**src/rtl/audio_dac_tx.sv**
```systemverilog
// rtl/audio_dac_tx.sv - I2S transmitter for a WM8731 DAC in slave mode, with a 2-entry sample FIFO
// Optional build macro: DAC_TX_MUTE_ON_UNDERRUN_EN - an underrun frame outputs silence instead of repeating the last sample
module audio_dac_tx #(
    parameter int BCLK_DIV  = 4,
    parameter int SLOT_BITS = 32
) (
    input  logic        i_clk,
    input  logic        i_rst,
    input  logic        i_valid,
    input  logic [15:0] i_data,
    output logic        o_ready,
    output logic        o_bclk,
    output logic        o_daclrck,
    output logic        o_dacdat,
    output logic        o_underrun,
    output logic        o_overflow,
    output logic [7:0]  o_ovf_cnt
);
    localparam int DW = (BCLK_DIV > 1) ? $clog2(BCLK_DIV) : 1;
    localparam int BW = $clog2(SLOT_BITS);
    localparam logic [DW-1:0] DIV_LAST = DW'(BCLK_DIV - 1);
    localparam logic [BW-1:0] B_LAST   = BW'(SLOT_BITS - 1);

    typedef enum logic [1:0] {
        ST_RESET_WAIT,
        ST_LEFT,
        ST_RIGHT
    } state_t;

    state_t        state;
    state_t        state_nxt;
    logic [DW-1:0] div;
    logic [BW-1:0] b;
    logic [BW-1:0] b_nxt;

    logic [15:0]   fifo_mem [2];
    logic          wr_ptr;
    logic          rd_ptr;
    logic [1:0]    count;

    logic [15:0]   sh;
    logic [15:0]   last_sample;
    logic [15:0]   load_val;
    logic [3:0]    bit_idx;
    logic          dac_bit;

    logic          fall_evt;
    logic          push;
    logic          pop;
    logic          load;
    logic          load_left;
    logic          underrun;

    assign o_ready  = (count != 2'd2);
    assign push     = i_valid && o_ready;
    // The registered toggle makes o_bclk go low on the next edge; that edge is the fall event.
    assign fall_evt = (div == DIV_LAST) && o_bclk;
    assign pop      = load_left && (count != 2'd0);
    assign underrun = load_left && (count == 2'd0);

    // Next-state logic for the slot sequencer and the bit counter within a slot.
    always_comb begin
        state_nxt = state;
        b_nxt     = b;
        load      = 1'b0;
        load_left = 1'b0;
        if (fall_evt) begin
            case (state)
                ST_RESET_WAIT: begin
                    // The first fall after reset is itself the first left-slot load (bit 0).
                    state_nxt = ST_LEFT;
                    b_nxt     = BW'(1);
                    load      = 1'b1;
                    load_left = 1'b1;
                end
                ST_LEFT, ST_RIGHT: begin
                    if (b == B_LAST) begin
                        b_nxt     = '0;
                        state_nxt = (state == ST_LEFT) ? ST_RIGHT : ST_LEFT;
                    end else begin
                        b_nxt = b + BW'(1);
                    end
                    if (b == '0) begin
                        load      = 1'b1;
                        load_left = (state == ST_LEFT);
                    end
                end
                default: begin
                    state_nxt = ST_RESET_WAIT;
                    b_nxt     = '0;
                end
            endcase
        end
    end

    // Select the sample for a left load and the serial bit for the current position.
    always_comb begin
        load_val = fifo_mem[rd_ptr];
        if (!pop) begin
`ifdef DAC_TX_MUTE_ON_UNDERRUN_EN
            load_val = 16'h0000;
`else
            load_val = last_sample;
`endif
        end
        bit_idx = 4'(16 - int'(b));
        dac_bit = 1'b0;
        if ((b != '0) && (int'(b) <= 16)) begin
            dac_bit = sh[bit_idx];
        end
    end

    // Bit-clock divider: o_bclk toggles each time div wraps.
    always_ff @(posedge i_clk or posedge i_rst) begin
        if (i_rst) begin
            div    <= '0;
            o_bclk <= 1'b0;
        end else if (div == DIV_LAST) begin
            div    <= '0;
            o_bclk <= ~o_bclk;
        end else begin
            div <= div + DW'(1);
        end
    end

    // Slot sequencer state register.
    always_ff @(posedge i_clk or posedge i_rst) begin
        if (i_rst) begin
            state <= ST_RESET_WAIT;
            b     <= '0;
        end else begin
            state <= state_nxt;
            b     <= b_nxt;
        end
    end

    // Serial outputs change only at fall events; a load emits the I2S delay bit.
    always_ff @(posedge i_clk or posedge i_rst) begin
        if (i_rst) begin
            o_daclrck  <= 1'b1;
            o_dacdat   <= 1'b0;
            o_underrun <= 1'b0;
            sh         <= '0;
        end else begin
            o_underrun <= underrun;
            if (load) begin
                o_daclrck <= ~load_left;
                o_dacdat  <= 1'b0;
                // The right slot reuses sh, which still holds the left sample.
                if (load_left) begin
                    sh <= load_val;
                end
            end else if (fall_evt) begin
                o_dacdat <= dac_bit;
            end
        end
    end

    // FIFO pointers, occupancy and the repeat-on-underrun sample.
    always_ff @(posedge i_clk or posedge i_rst) begin
        if (i_rst) begin
            wr_ptr      <= 1'b0;
            rd_ptr      <= 1'b0;
            count       <= 2'd0;
            last_sample <= '0;
        end else begin
            if (push) begin
                wr_ptr <= ~wr_ptr;
            end
            if (pop) begin
                rd_ptr      <= ~rd_ptr;
                last_sample <= fifo_mem[rd_ptr];
            end
            if (push && !pop) begin
                count <= count + 2'd1;
            end else if (pop && !push) begin
                count <= count - 2'd1;
            end
        end
    end

    // FIFO storage; contents are discarded on reset by the pointer reset.
    always_ff @(posedge i_clk) begin
        if (push) begin
            fifo_mem[wr_ptr] <= i_data;
        end
    end

    // Dropped-sample pulse and saturating drop counter.
    always_ff @(posedge i_clk or posedge i_rst) begin
        if (i_rst) begin
            o_overflow <= 1'b0;
            o_ovf_cnt  <= '0;
        end else begin
            o_overflow <= i_valid && !o_ready;
            if (i_valid && !o_ready && (o_ovf_cnt != 8'hFF)) begin
                o_ovf_cnt <= o_ovf_cnt + 8'd1;
            end
        end
    end
endmodule

```
**config.mk**
```make
export PLATFORM = sky130hd
export DESIGN_NAME = audio_dac_tx
export DESIGN_NICKNAME = d
export VERILOG_FILES = /design/src/rtl/audio_dac_tx.sv
export SDC_FILE = /design/constraint.sdc
export NUM_CORES = 1
export LEC_CHECK = 0
export BUFFER_PORTS_ARGS = -buffer_cell sky130_fd_sc_hd__buf_2
export CELL_PAD_IN_SITES_DETAIL_PLACEMENT = 0
export CELL_PAD_IN_SITES_GLOBAL_PLACEMENT = 1
export CORE_ASPECT_RATIO = 1.5
export CORE_MARGIN = 1
export CORE_UTILIZATION = 49
export DETAILED_ROUTE_END_ITERATION = 7
export GPL_TIMING_DRIVEN = 0
export PLACE_DENSITY_LB_ADDON = 0.1
export SYNTH_ARGS = -nofsm -noshare
export SYNTH_HDL_FRONTEND = slang
export SYNTH_SLANG_ARGS = --single-unit
```
**constraint.sdc**
```tcl
create_clock -name i_clk -period 2.95 [get_ports i_clk]
set_input_delay 0.295 -clock i_clk [delete_from_list [all_inputs] [get_ports i_clk]]
set_output_delay 0.295 -clock i_clk [all_outputs]
set_load 0.005 [all_outputs]
```
Word level (Yosys, flattened, before mapping)
Memories as Yosys holds them, arrays and structs flattened.
Cells that the tools add are included.

word-level totals
  memories = 1
  word-level logic and storage cells = 78
  input bits = 19
  output and inout bits = 14
  register bits = 58
  RAM bits = 32

memory list
  name      depth  width  rd ports  clocked after Yosys merged registers in  write ports  line  source
  fifo_mem  2      16     1         0                                        1            36    logic [15:0] fifo_mem [2];

operators by class
  equal/unequal tests = 7
  order comparisons = 2
  reduce and logical (&&, ||, !) cells = 22
  $add $sub $neg = 6
  bitwise gates (word level) = 4
  multiplexer cells = 22

operators with widths
  operator             count
  $mux 16              1
  $mux 1               10
  $mux 2               5
  $pmux 5 s2           1
  $logic_and 1x1->1    9
  $add 8x1->8 const B  1
  $ne 8x8->1 const B   1
  $reduce_bool 2->1    3
  $add 5x1->5 const B  1
  $eq 5x5->1 const B   1
  $le 5x5->1 const B   1
  $logic_not 5->1      1
  $lt 4x5->1 const B   1
  $mux 5               1
  $reduce_bool 5->1    1
  $add 2x1->2 const B  2
  $bmux 1 s4           1
  $eq 2x2->1 const B   2
  $logic_not 2->1      2
  $ne 2x2->1 const B   2
  $not 1->1            4
  $pmux 1 s2           2
  $pmux 2 s2           1
  $reduce_and 2->1     2
  other kinds (5)      7

Logic depth before layout (Yosys ltp)
Gate-level depths: netlist of run 1.

  depth in word-level cells = 8
  gate-level depth with buffers = 13
  mapped depth without buffers = 11

Worst setup path after synthesis of run 1
No wires, ideal clock.

  path kind = flip-flop to flip-flop
  start = reg b[0]
  end = reg sh[13]
  library setup time = 0.125 ns
  stages on the path, launching flop included = 11
  arrival = 2.335 ns
  data required time = 2.825 ns
  path buffers = 2
  path slack = 0.490 ns
  cell sequence = dfrtp_1 > buf_6 > inv_1 > ha_1 > nor3b_1 > ha_1 > a21oi_1 > nor3_4 > buf_4 > mux2_2 > mux2_2

on the way
  longest elaborated chain between the ends = 6
  elaborated cells on any way between the ends = 10
  classes of those cells = mux (7); reduce/logical (3)

RTL lines
  item                    line  source
  from (decl)             33    logic [BW-1:0] b;
  from (signal assigned)  133   b <= b_nxt;
  $logic_not 5->1         83    if (b == '0) begin
  $mux 1                  83
  $pmux 1 s2              68    case (state)
  $mux 1                  67    if (fall_evt) begin
  $logic_and 1x1->1       58    assign pop = load_left && (count != 2'd0);
  $mux 16                 99    if (!pop) begin
  via load_val[13]        43    logic [15:0] load_val;
  to (signal assigned)    151   sh <= load_val;
  to (decl)               41    logic [15:0] sh;

The timed path passes the listed nets, and every way through them passes these cells.
A chain may end at the register's enable or synchronous reset.

Worst setup path in the final report of run 1
  start = reg b[0]
  end = reg sh[15]

on the way
  longest elaborated chain between the ends = 6
  elaborated cells on any way between the ends = 10
  classes of those cells = mux (7); reduce/logical (3)

RTL lines
  item                 line
  $logic_not 5->1 (*)  83
  $mux 1               83
  $pmux 1 s2           68
  $mux 1               67
  $logic_and 1x1->1    58
  $mux 16              99

Mark *: on every way between the ends. The rest lies on a longest branch, timed or not.

==> results.md, run 1 <==
* RSZ-0062 raised after global routing: false
* Worst min path class: in -> reg
* Largest net degree at the start of global routing at 44
* Hpwl dp at roughly 4300 um
* Vias in the first global route at between 2000 and 2500
* Origin of the critical flop-to-flop path: b[0]
* Slowest-stage cell, CP: nor2_1
* Fmax at between 0.3 and 0.4 GHz
* Port Buffers at 32
* Synthesized flop and latch total at 90
* WS Path Type: reg -> reg
* DR pass1 iterations at 4
* Max incr delay on CP at between 0.4 and 0.5 ns
* Final min period at ~2.6 ns
* Clock transition at path regs at around 0.070 ns
* Slew @ Worst Pin at between 0.9 and 1 ns
* Top cells by area, synth: dfrtp_1, edfxtp_1, mux2_2
* Sw Share at 26.0%
* Crit path required time at ~3.2 ns
* Power Internal at roughly 2.7 mW
* Area leader, netlist: dfrtp_1
* Fillcell total at 646
* Synth Instances at roughly 250
* DRT Wirelength at 6270 um
* Leak at 1.97 nW
* Warnings from Yosys at 0
* I/O pin count at 33
* Crit path launch: b[0]
* Pwr/cell area at 824 nW/um^2
* Total track usage at 17.8%
* Wire per inst at 15.4 um
* Syn Std Cell Area at roughly 3800 sq um
* Worst-path maximum fanout at 10
* Clock latency on the worst-skew pair at about 0.34 ns
* Mean post-synth cell area at approximately 15 sq um
* Row cnt at 39
* Seq pwr share at approximately 49%
* Final setup violation count at 0
* Hold_sp: i_data[8]
* Num CTS Buffers at 9
* DRC errors left at 0
* Clk buf depth at 2
* Final Cycle Share at 89.7%
* Die Ht at about 110 um
* Fraction of layout cells with a size suffix above 1 at 37.2%
* CTS sink cnt at 90
* Run status: finished, final reports clean
* First-pass GRT wire length at 10300 um
* Setup tns final at 0 ns
* Setup Skew at 0.00687 ns
* Starting density of the core at between 50% and 60%
* Post-synthesis sequential area ratio at 63.1%
* Max-slew violations at 0
* CTS tree: yes
* Core region area at roughly 7600 sq um
* H-tree level count at 3
* First-iteration detailed-routing DRC count at between 100 and 150
* Detail Route Antenna Nets at 0
* Via count at between 2000 and 2500
* Net Count, Synth at 284
* Initial antenna violation count at 0
* Cell mode on critical path: ha_1
* Area share of the largest cell type after synthesis at 37.3%
* Net Sw Power at roughly 0.96 mW
* Clock root buffer: clkbuf_16
* Total global routing overflow at 0
* Drt via density at 5.11
* Nets@finish at 330
* Hold Vio Cnt, Final at 0
* Post-cts gate resize count at 0
* Comb pwr share at roughly a fifth
* Worst IR Drop VDD at ~0.52 mV
* Worst endpoint data arrival time at approximately 2.9 ns
* CP Cell Sequence: buf_6 > inv_1 > ha_1 > nor3b_1 > ha_1 > a31oi_1 > nor2_1 > buf_2 > mux2_2
* Startpoint class of the critical path: flip-flop
* Area Overhead vs Synth at 16.7%
* Diode count at 0
* Crit end category: flip-flop
* Layout Cells excl Fill at just over 400
* Die X-Extent at 74.1 um
* GPL Wtd Cong at about 0.74
* Placed cell count at 388
* Netlist cell types at 34
* Max-cap violation count at 0
* Part of the power in the clock network at between 30% and 40%
* Headroom to the max-slew limit at between 30 and 40%
* Die area at roughly 8200 sq um
==> kinds of logic (layout without fill, tap and decap cells) <==
group                      after synthesis  after routing  share of synthesized area, %
AOI/OAI and AO/OA                       17             17                          2.65
xor gates and xnor gates                15             15                          3.43
adders and majority gates               12             12                          3.93
buffers and inverters                   15             66                          2.06
DFF                                     90             90                          63.1
muxes                                   54             54                          17.8
and+or+nand+nor                         50             50                          7.07
==> per-stage QoR <==
stage / utilization (%) / hold WS [ns] / total power, mW / area [sq um] / setup WS (ns)
6_report: 58.6 / 0.137 / 3.68 / 4460 / 0.305
4_1_cts: 58.5 / 0.123 / 3.73 / 4450 / 0.0575
2_1_floorplan: - / 0.394 / 2.31 / 3820 / 0.490
5_1_grt: 58.6 / 0.124 / 3.87 / 4460 / 0.0790
3_5_place_dp: 54.3 / 0.299 / 2.54 / 4140 / 0.0679
3_3_place_gp: 54.0 / 0.420 / 2.51 / 4110 / 0.0898
==> what timing repair did <==
action,in CTS,in global routing
hold buffers,1,0
setup buffers,0,1
setup endpoints to repair,0,9
hold endpoints to repair,14,0
==> path summary, 6_finish.rpt <==
check	slack, ns	depth (start not counted)	end
max	0.31	9	sh[15]
min	0.14	1	fifo_mem[1][8]
max reg2reg	0.31	9	sh[15]
min reg2reg	0.44	1	div[0]
max in group asynchronous	1.91	4	last_sample[4]
min in group asynchronous	0.49	3	o_ovf_cnt[3]
==> layer usage <==
| layer | wire, um | share of wire (%) | vias up | track usage, % |
|---|---|---|---|---|
| met5 | 0 | 0 | - | 0 |
| met4 | 176 | 2.8 | 0 | 10.3 |
| met3 | 183 | 2.9 | 12 | 3.91 |
| met2 | 3120 | 50 | 37 | 28.1 |
| met1 | 2790 | 44 | 1009 | 22.5 |
| li1 | - | - | 1016 | - |
==> cell usage in the layout, fill, tap and decap left out, types with 2 or more instances in the layout <==
master     instances
inv_1              7
ha_1              12
nand3_1            5
nand4_1            3
a21oi_1            4
and3_1             3
mux2_2            49
o21ai_0            8
mux4_1             4
nand2_1           15
buf_4              4
nor3_1             5
nand2b_1           2
buf_2             35
nor2_1             9
clkbuf_16          9
xnor2_1            6
edfxtp_1          32
dfrtp_1           57
xor2_1             9
inv_6              2
==> final cells by class <==
cell class              instances  area, sq um  area share (%)
flip-flops and latches         90         2410            54.1
multi-input cells             148         1340            29.9
clock buffers                  10          239            5.36
repair buffers                 35          198            4.43
well taps                     102          128            2.86
clock inverters                 6         70.1            1.57
plain buffers                   7         48.8            1.09
inverters                       8         30.0           0.673
==> flip-flops by register name, indices dropped and copies added, names as in the netlist <==
name,count
b,5
count,2
last_sample,16
o_bclk,1
rd_ptr,1
o_ovf_cnt,8
o_daclrck,1
state,2
wr_ptr,1
o_dacdat,1
div,2
o_underrun,1
sh,16
fifo_mem,32
o_overflow,1
==> synth_stat cells (all sizes together) <==
library cell and n:
nor2 10, o2111a 1, nand4b 1, o31ai 1, ha 12, nand3 5, and3b 1, inv 8
mux2 49, nor3 6, nand2 15, xor2 9, nand2b 2, nand4 3, dfrtp 57, a21oi 4
a31oi 1, nor3b 1, mux4 5, xnor2 6, dfstp 1, or3b 1, nand3b 1, o21a 1
nor4 1, and3 3, a22o 1, buf 7, edfxtp 32, o21ai 8
==> worst max-delay path, delay by kind of cell (launching register included) <==
kind | cells | cell delay, ns
AO/OA/AOI/OAI | 1 | 0.12
adder cells (fa/ha/maj) | 2 | 0.43
multiplexers | 1 | 0.36
buffers and inverters | 3 | 0.56
AND/OR/NAND/NOR | 2 | 0.67
flip-flops | 1 | 0.39
==> power by group through the flow <==
stage	Sequential (mW)	Combinational [mW]	Clock (mW)
floorplan	1.78	0.532	0
global placement	1.81	0.702	0
detailed placement	1.82	0.720	0
CTS	1.80	0.729	1.20
global route	1.84	0.782	1.24
finish	1.80	0.707	1.17
No activity file was read; power rests on OpenSTA's default activity.
==> run 2: changes to the inputs <==
Settings changed: ABC_AREA set to 1, CELL_PAD_IN_SITES_DETAIL_PLACEMENT 0 to unset, CELL_PAD_IN_SITES_GLOBAL_PLACEMENT 1 to unset, CORE_UTILIZATION 49 to 59, PLACE_DENSITY set to 0.79, PLACE_DENSITY_LB_ADDON 0.1 to unset.
==> run 2 against run 1 <==
Sequential share of layout area down 0.73 points. Non-clock buffer count up 4. Clock skew grew 0.0064 ns. Critical path depth is 4 higher. Setup slack got worse by 0.052 ns. Wire length rose by 14%. Global-route usage increased by 4.7 points. Maximum frequency decreased by 1.9%. Die area shrank 12%. First-iteration DRC count up 70%. Worst hold slack got worse by 0.13 ns. Synthesized area is 5.3% higher. Critical path type unchanged. Highest routed layer unchanged.
==> results.md, run 2 <==
* Run status: finished, final reports clean
* Setup tns final at 0 ns
* Pwr/cell area at 762 nW/um^2
* Worst endpoint data arrival time at between 2 and 3 ns
* Share of the synthesized area in compound gates (AO/OA/AOI/OAI) at 9.60%
* DR pass1 iterations at 4
* Area share of the largest cell type after synthesis at between 30% and 40%
* Vias in the first global route at ~2700
* Clock latency on the worst-skew pair at 0.36 ns
* Largest net degree at the start of global routing at 31
* Final Cycle Share at 91.4%
* Via count at 2616
* Net Count, Synth at between 300 and 400
* Post-synthesis sequential area ratio at between 50% and 60%
* Initial antenna violation count at 0
* Nets@finish at ~440
* Largest Register: fifo_mem
* Comb pwr share at 25.9%
* Synth Area in XOR/XNOR at approximately 2%
* Fmax at approximately 0.37 GHz
* Drt via density at roughly 5.3
* Wire per inst at around 14 um
* Synth async-reset ratio at between 60% and 70%
* Max-slew violations at 0
* Top cells by area, synth: dfrtp_1, edfxtp_1, nand2_1
* Row cnt at 36
* Post-synth EDFFs at 32
* Syn Std Cell Area at approximately 4000 sq um
* Commonest non-fill, non-tap cell in the layout: nand2_1
* GPL Wtd Cong at around 0.82
* Cell mode on critical path: ha_1
* Die area at roughly 7200 sq um
* Total global routing overflow at 0
* Layout Cells excl Fill at 493
* Most frequent cells in the layout: nand2_1, dfrtp_1, inv_1, buf_2, edfxtp_1
* Placed cell count at between 400 and 500
* Fraction of layout cells with a size suffix above 1 at between 20% and 30%
* Mux cell area share after synthesis at under 10%
* Netlist cell types at 35
* Slew @ Worst Pin at 0.873 ns
* Worst-path maximum fanout at 10
* Largest family of logic cells by synthesized area: simple AND/OR/NAND/NOR gates
* Seq pwr share at 51.7%
* Final setup violation count at 0
* Synth Instances at 364
* Hold Vio Cnt, Final at 0
* Sw Share at 32.5%
* Clock root buffer: clkbuf_8
* Power Internal at roughly 2.3 mW
* Part of the power in the clock network at between 20% and 30%
* Slowest-stage cell, CP: dfrtp_1
* Synthesized flop and latch total at 90
* Net Sw Power at around 1.1 mW
* H-tree level count at 3
* Total track usage at 22.5%
* Max incr delay on CP at between 0.4 and 0.5 ns
* Port Buffers at 32
* WS Path Type: reg -> reg
* WP buf/inv at 2
* First-iteration detailed-routing DRC count at about 180
* Biggest regs: fifo_mem (32), last_sample (16), sh (16)
* Number of flip-flops in the largest register at 32
* Hpwl dp at ~5100 um
* Area leader, netlist: dfrtp_1
* Diode count at 0
* Core region area at about 6500 sq um
* Max-cap violation count at 0
* Setup Skew at 0.0133 ns
* Prevailing post-synth register cell: dfrtp_1
* Starting density of the core at between 60% and 70%
* Clk buf depth at 2
* Fillcell total at between 400 and 500
* Headroom to the max-slew limit at around two fifths
* Crit path required time at between 3 and 4 ns
* Crit end category: flip-flop
* Num CTS Buffers at 9
* First-pass GRT wire length at ~12000 um
* Post-synthesis adder-cell area fraction at between 3 and 4%
* Detail Route Antenna Nets at 0
* Synth Area in Simple Gates at 14.8%
* DRT Wirelength at between 7000 and 8000 um
* I/O pin count at 33
* Worst IR Drop VDD at ~0.56 mV
* CTS tree: yes
* RSZ-0062 raised after global routing: false
* Worst min path class: in -> async
* Warnings from Yosys at 0
* Family with the most delay on the worst path: adder cells
* CP Cell Sequence: clkinvlp_4 > ha_1 > nand2_1 > nor2_1 > ha_1 > a21oi_4 > nor2_2 > nand2_2 > buf_6 > ha_1 > a21oi_1 > o21ai_0 > xor2_1
* Die Ht at 103 um
* Area Overhead vs Synth at 12.3%
* Final min period at 2.70 ns
* Mean post-synth cell area at ~11 sq um
* Dominant cell by count in the synthesized netlist: nand2_1
* DRC errors left at 0
* Clock transition at path regs at 0.09 ns
* Commonest cells post-synth: nand2_1, dfrtp_1, inv_1, edfxtp_1, o21ai_2
* Die X-Extent at around 69 um
* CTS sink cnt at 90
* Startpoint class of the critical path: flip-flop
* Leak at 2.18 nW
[run 2: changes by cell type in the layout (fill, tap and decap cells not counted), sizes merged, moves of 5 or more]
cell / delta
nand2: +74
mux2: -49
o21ai: +35
inv: +32
mux2i: +16
nand3: +14
nor2: +9
mux4: -5
[run 2: kinds of logic (layout without fill, tap and decap cells)]
group                      Yosys count  count (layout)
and+or+nand+nor                    135             135
DFF                                 90              90
AOI/OAI and AO/OA                   52              52
buffers and inverters               50             103
muxes                               16              16
adders and majority gates           12              12
xor gates and xnor gates             9               9
[run 2: final timing paths]
check / cells past startpoint / slack [ns] / from / end
worst min-delay path: 2 / 0.01 / i_rst / state[0]
worst max-delay path: 13 / 0.25 / b[0] / count[1]
worst min register to register: 1 / 0.44 / div[0] / div[0]
max in group asynchronous: 3 / 2.35 / i_rst / sh[9]
worst max register to register: 13 / 0.25 / b[0] / count[1]
min in group i_clk: 1 / 0.12 / i_data[4] / fifo_mem[1][4]
[run 2: power by group through the flow]
stage	clock [mW]	sequential [mW]	combinational, mW
6_report	0.773	1.78	0.891
5_1_grt	0.831	1.81	1.01
4_1_cts	0.791	1.78	0.907
3_5_place_dp	0	1.80	0.903
3_3_place_gp	0	1.79	0.867
2_1_floorplan	0	1.78	0.658
[run 2: repair_timing]
item,4_1_cts,5_1_grt
setup endpoints to repair,0,1
hold buffers,0,0
buffers inserted,0,4
resized for setup,0,1
[run 2: cell type report]
| cell class | count | area (sq um) | share of cell area [%] |
|---|---|---|---|
| inverters | 41 | 158 | 3.49 |
| repair buffers | 37 | 210 | 4.65 |
| clock buffers | 9 | 124 | 2.74 |
| well taps | 76 | 95.1 | 2.10 |
| plain buffers | 9 | 87.6 | 1.94 |
| multi-input cells | 224 | 1380 | 30.4 |
| flip-flops and latches | 90 | 2410 | 53.4 |
| clock inverters | 7 | 58.8 | 1.30 |
[run 2: worst reg2reg max path: cells and delay by family (launching register included)]
family | cells | cell delay [ns]
compound gates | 3 | 0.48
xor+xnor | 1 | 0.16
fa+ha+maj | 3 | 0.77
buf+inv | 2 | 0.35
flops | 1 | 0.45
simple gates | 4 | 0.40
[run 2: stage by stage]
step | utilization, % | setup slack, ns | power (mW) | cell area (sq um) | hold slack, ns
after floorplan | - | 0.494 | 2.43 | 4030 | 0.394
after global placement | 65.6 | 0.226 | 2.66 | 4280 | 0.418
after detailed placement | 65.9 | 0.137 | 2.71 | 4300 | 0.417
after CTS | 68.7 | 0.115 | 3.48 | 4480 | 0.0158
after global routing | 69.3 | 0.0808 | 3.65 | 4520 | 0.0702
final | 69.3 | 0.253 | 3.45 | 4520 | 0.0108
[run 2: per-layer routing]
| metal | vias up | global-route usage (%) | wire length (um) |
|---|---|---|---|
| met4 | 0 | 12.4 | 133 |
| met2 | 44 | 42.0 | 3970 |
| met5 | - | 0 | 0 |
| met1 | 1272 | 25.1 | 2860 |
| met3 | 10 | 2.71 | 184 |
| li1 | 1290 | - | - |
==> run 3: changes to the inputs <==
Settings changed: GPL_TIMING_DRIVEN 0 to unset.
==> run 3 against run 2 <==
First-iteration DRC count decreased by 4.5%. Final area decreased by 2.7%. Utilization decreased by 1.8 points. Non-clock buffer count decreased by 8. Register-to-register slack improved by 0.04 ns. Clock power decreased by 8.3%. Combinational power decreased by 6.7%. Worst hold slack improved by 0.025 ns. Critical path depth unchanged. Clock-buffer cell count increased by 2. Global-route usage decreased by 1.1 points. Highest routed layer unchanged.
==> results.md, run 3 (same netlist as run 2, synthesis figures left out) <==
* Run status: finished, final reports clean
* Total global routing overflow at 0
* Num CTS Buffers at 9
* Max incr delay on CP at between 0.5 and 0.6 ns
* Power Internal at roughly 2.3 mW
* Worst endpoint data arrival time at just under 3 ns
* Diode count at 0
* Row cnt at 36
* Hpwl dp at 4830 um
* Total Power at around 3.4 mW
* Seq pwr share at between 50% and 60%
* Core region area at ~6500 sq um
* Slew @ Worst Pin at roughly 0.9 ns
* Die area at 7170 sq um
* First-pass GRT wire length at 11500 um
* Setup tns final at 0 ns
* DRT Wirelength at between 6000 and 7000 um
* Pwr/cell area at around 760 nW/um^2
* CTS tree: yes
* DRC errors left at 0
* RSZ-0062 raised after global routing: false
* Die Ht at between 100 and 150 um
* Clock transition at path regs at around 0.090 ns
* Fmax at approximately 0.38 GHz
* Layout Cells excl Fill at approximately 490
* Initial antenna violation count at 0
* Post-cts gate resize count at 0
* Clock latency on the worst-skew pair at roughly 0.36 ns
* Die X-Extent at a little under 70 um
* Starting density of the core at approximately three fifths
* Placed cell count at around 470
* Fraction of layout cells with a size suffix above 1 at a little over a fifth
* Setup Skew at around 0.013 ns
* Port Buffers at 32
* Largest Register: fifo_mem
* Worst min path class: in -> async
* Nets@finish at about 440
* Crit path launch: b[0]
* Crit path required time at roughly 3.2 ns
* H-tree level count at 3
* Max-cap violation count at 0
* I/O pin count at 33
* Net Sw Power at about 1.1 mW
* CTS sink cnt at 90
* Commonest non-fill, non-tap cell in the layout: nand2_1
* Most frequent cells in the layout: nand2_1, dfrtp_1, inv_1, edfxtp_1, buf_2
* Leak at about 2.1 nW
* First-iteration detailed-routing DRC count at around 170
* DR pass1 iterations at 4
* Reg area at approximately 2400 sq um
* Hold-fix buffers at CTS at 0
* Crit end category: flip-flop
* Final setup violation count at 0
* Cell mode on critical path: nand2_1
* Final Cycle Share at 90.1%
* GPL Wtd Cong at 0.869
* Clock root buffer: clkbuf_8
* Setup Buffers After CTS at 0
* Detail Route Antenna Nets at 0
* Via count at 2533
* CP Cell Sequence: clkinv_1 > ha_1 > nand2_1 > nor2_1 > ha_1 > a21oi_4 > nor2_2 > nand2_2 > buf_4 > nand2_1 > o21ai_2 > nand2_1 > o21ai_2
* Startpoint class of the critical path: flip-flop
* Drt via density at between 5 and 6
* Final hold slack at between 0.03 and 0.04 ns
* Max-slew violations at 0
* Dpl ws at about 0.37 ns
* Worst-path maximum fanout at 33
* Worst IR Drop VDD at roughly 0.49 mV
* Number of flip-flops in the largest register at 32
* Clk buf depth at 2
* Vias in the first global route at approximately 2500
* Comb pwr share at between 20% and 30%
* Largest net degree at the start of global routing at 34
* Headroom to the max-slew limit at 40.0%
* Area Overhead vs Synth at 9.35%
* WS Path Type: reg -> reg
* Wire per inst at around 14 um
* Slowest-stage cell, CP: dfrtp_1
* Total track usage at approximately 21%
* Biggest regs: fifo_mem (32), last_sample (16), sh (16)
* Fillcell total at approximately 500
* Hold Vio Cnt, Final at 0
* Sw Share at a little under a third
* Final min period at ~2.7 ns
* Part of the power in the clock network at about a fifth
* Origin of the critical flop-to-flop path: b[0]
* Final setup margin at 0.291 ns
* Multi-input logic area at roughly 1400 sq um
[run 3: final cells by class]
type / instances / area share [%]
multi-input cells: 224 / 31.1
clock buffers: 11 / 2.98
clock inverters: 5 / 0.739
repair buffers: 38 / 4.66
well taps: 76 / 2.16
flip-flops and latches: 90 / 54.8
inverters: 41 / 3.50
[run 3: critical path, delay by kind of cell (launching register included)]
kind            cells  cell delay, ns
flops               1            0.59
fa+ha+maj           2            0.50
buf+inv             2            0.53
compound gates      3            0.43
simple gates        6            0.52
[run 3: path summary, 6_finish.rpt]
check / slack (ns) / depth (start not counted) / to
max in group asynchronous: 2.21 / 3 / o_daclrck
worst min-delay path: 0.04 / 2 / o_ovf_cnt[4]
worst max-delay path: 0.29 / 13 / sh[5]
worst max register to register: 0.29 / 13 / sh[5]
worst min register to register: 0.43 / 1 / div[0]
min in group i_clk: 0.12 / 1 / fifo_mem[0][11]
[run 3: layer usage]
metal | GRT usage, % | vias up | part of all wire, %
li1 | - | 1277 | -
met1 | 23.8 | 1210 | 41
met2 | 39.4 | 32 | 54
met3 | 2.81 | 14 | 1.9
met4 | 12.9 | 0 | 2.6
met5 | 0 | - | 0
[run 3: power groups by stage]
stage,Sequential [mW],Clock [mW],Combinational (mW)
floorplan,1.78,0,0.658
global placement,1.84,0,0.826
detailed placement,1.85,0,0.850
CTS,1.83,0.735,0.852
global route,1.86,0.773,0.942
finish,1.83,0.709,0.831
[run 3: stage by stage]
step / area [sq um] / utilization [%]
after floorplan: 4030 / -
after global placement: 4240 / 64.9
after detailed placement: 4240 / 64.9
after CTS: 4400 / 67.4
after global routing: 4400 / 67.4
final: 4400 / 67.4
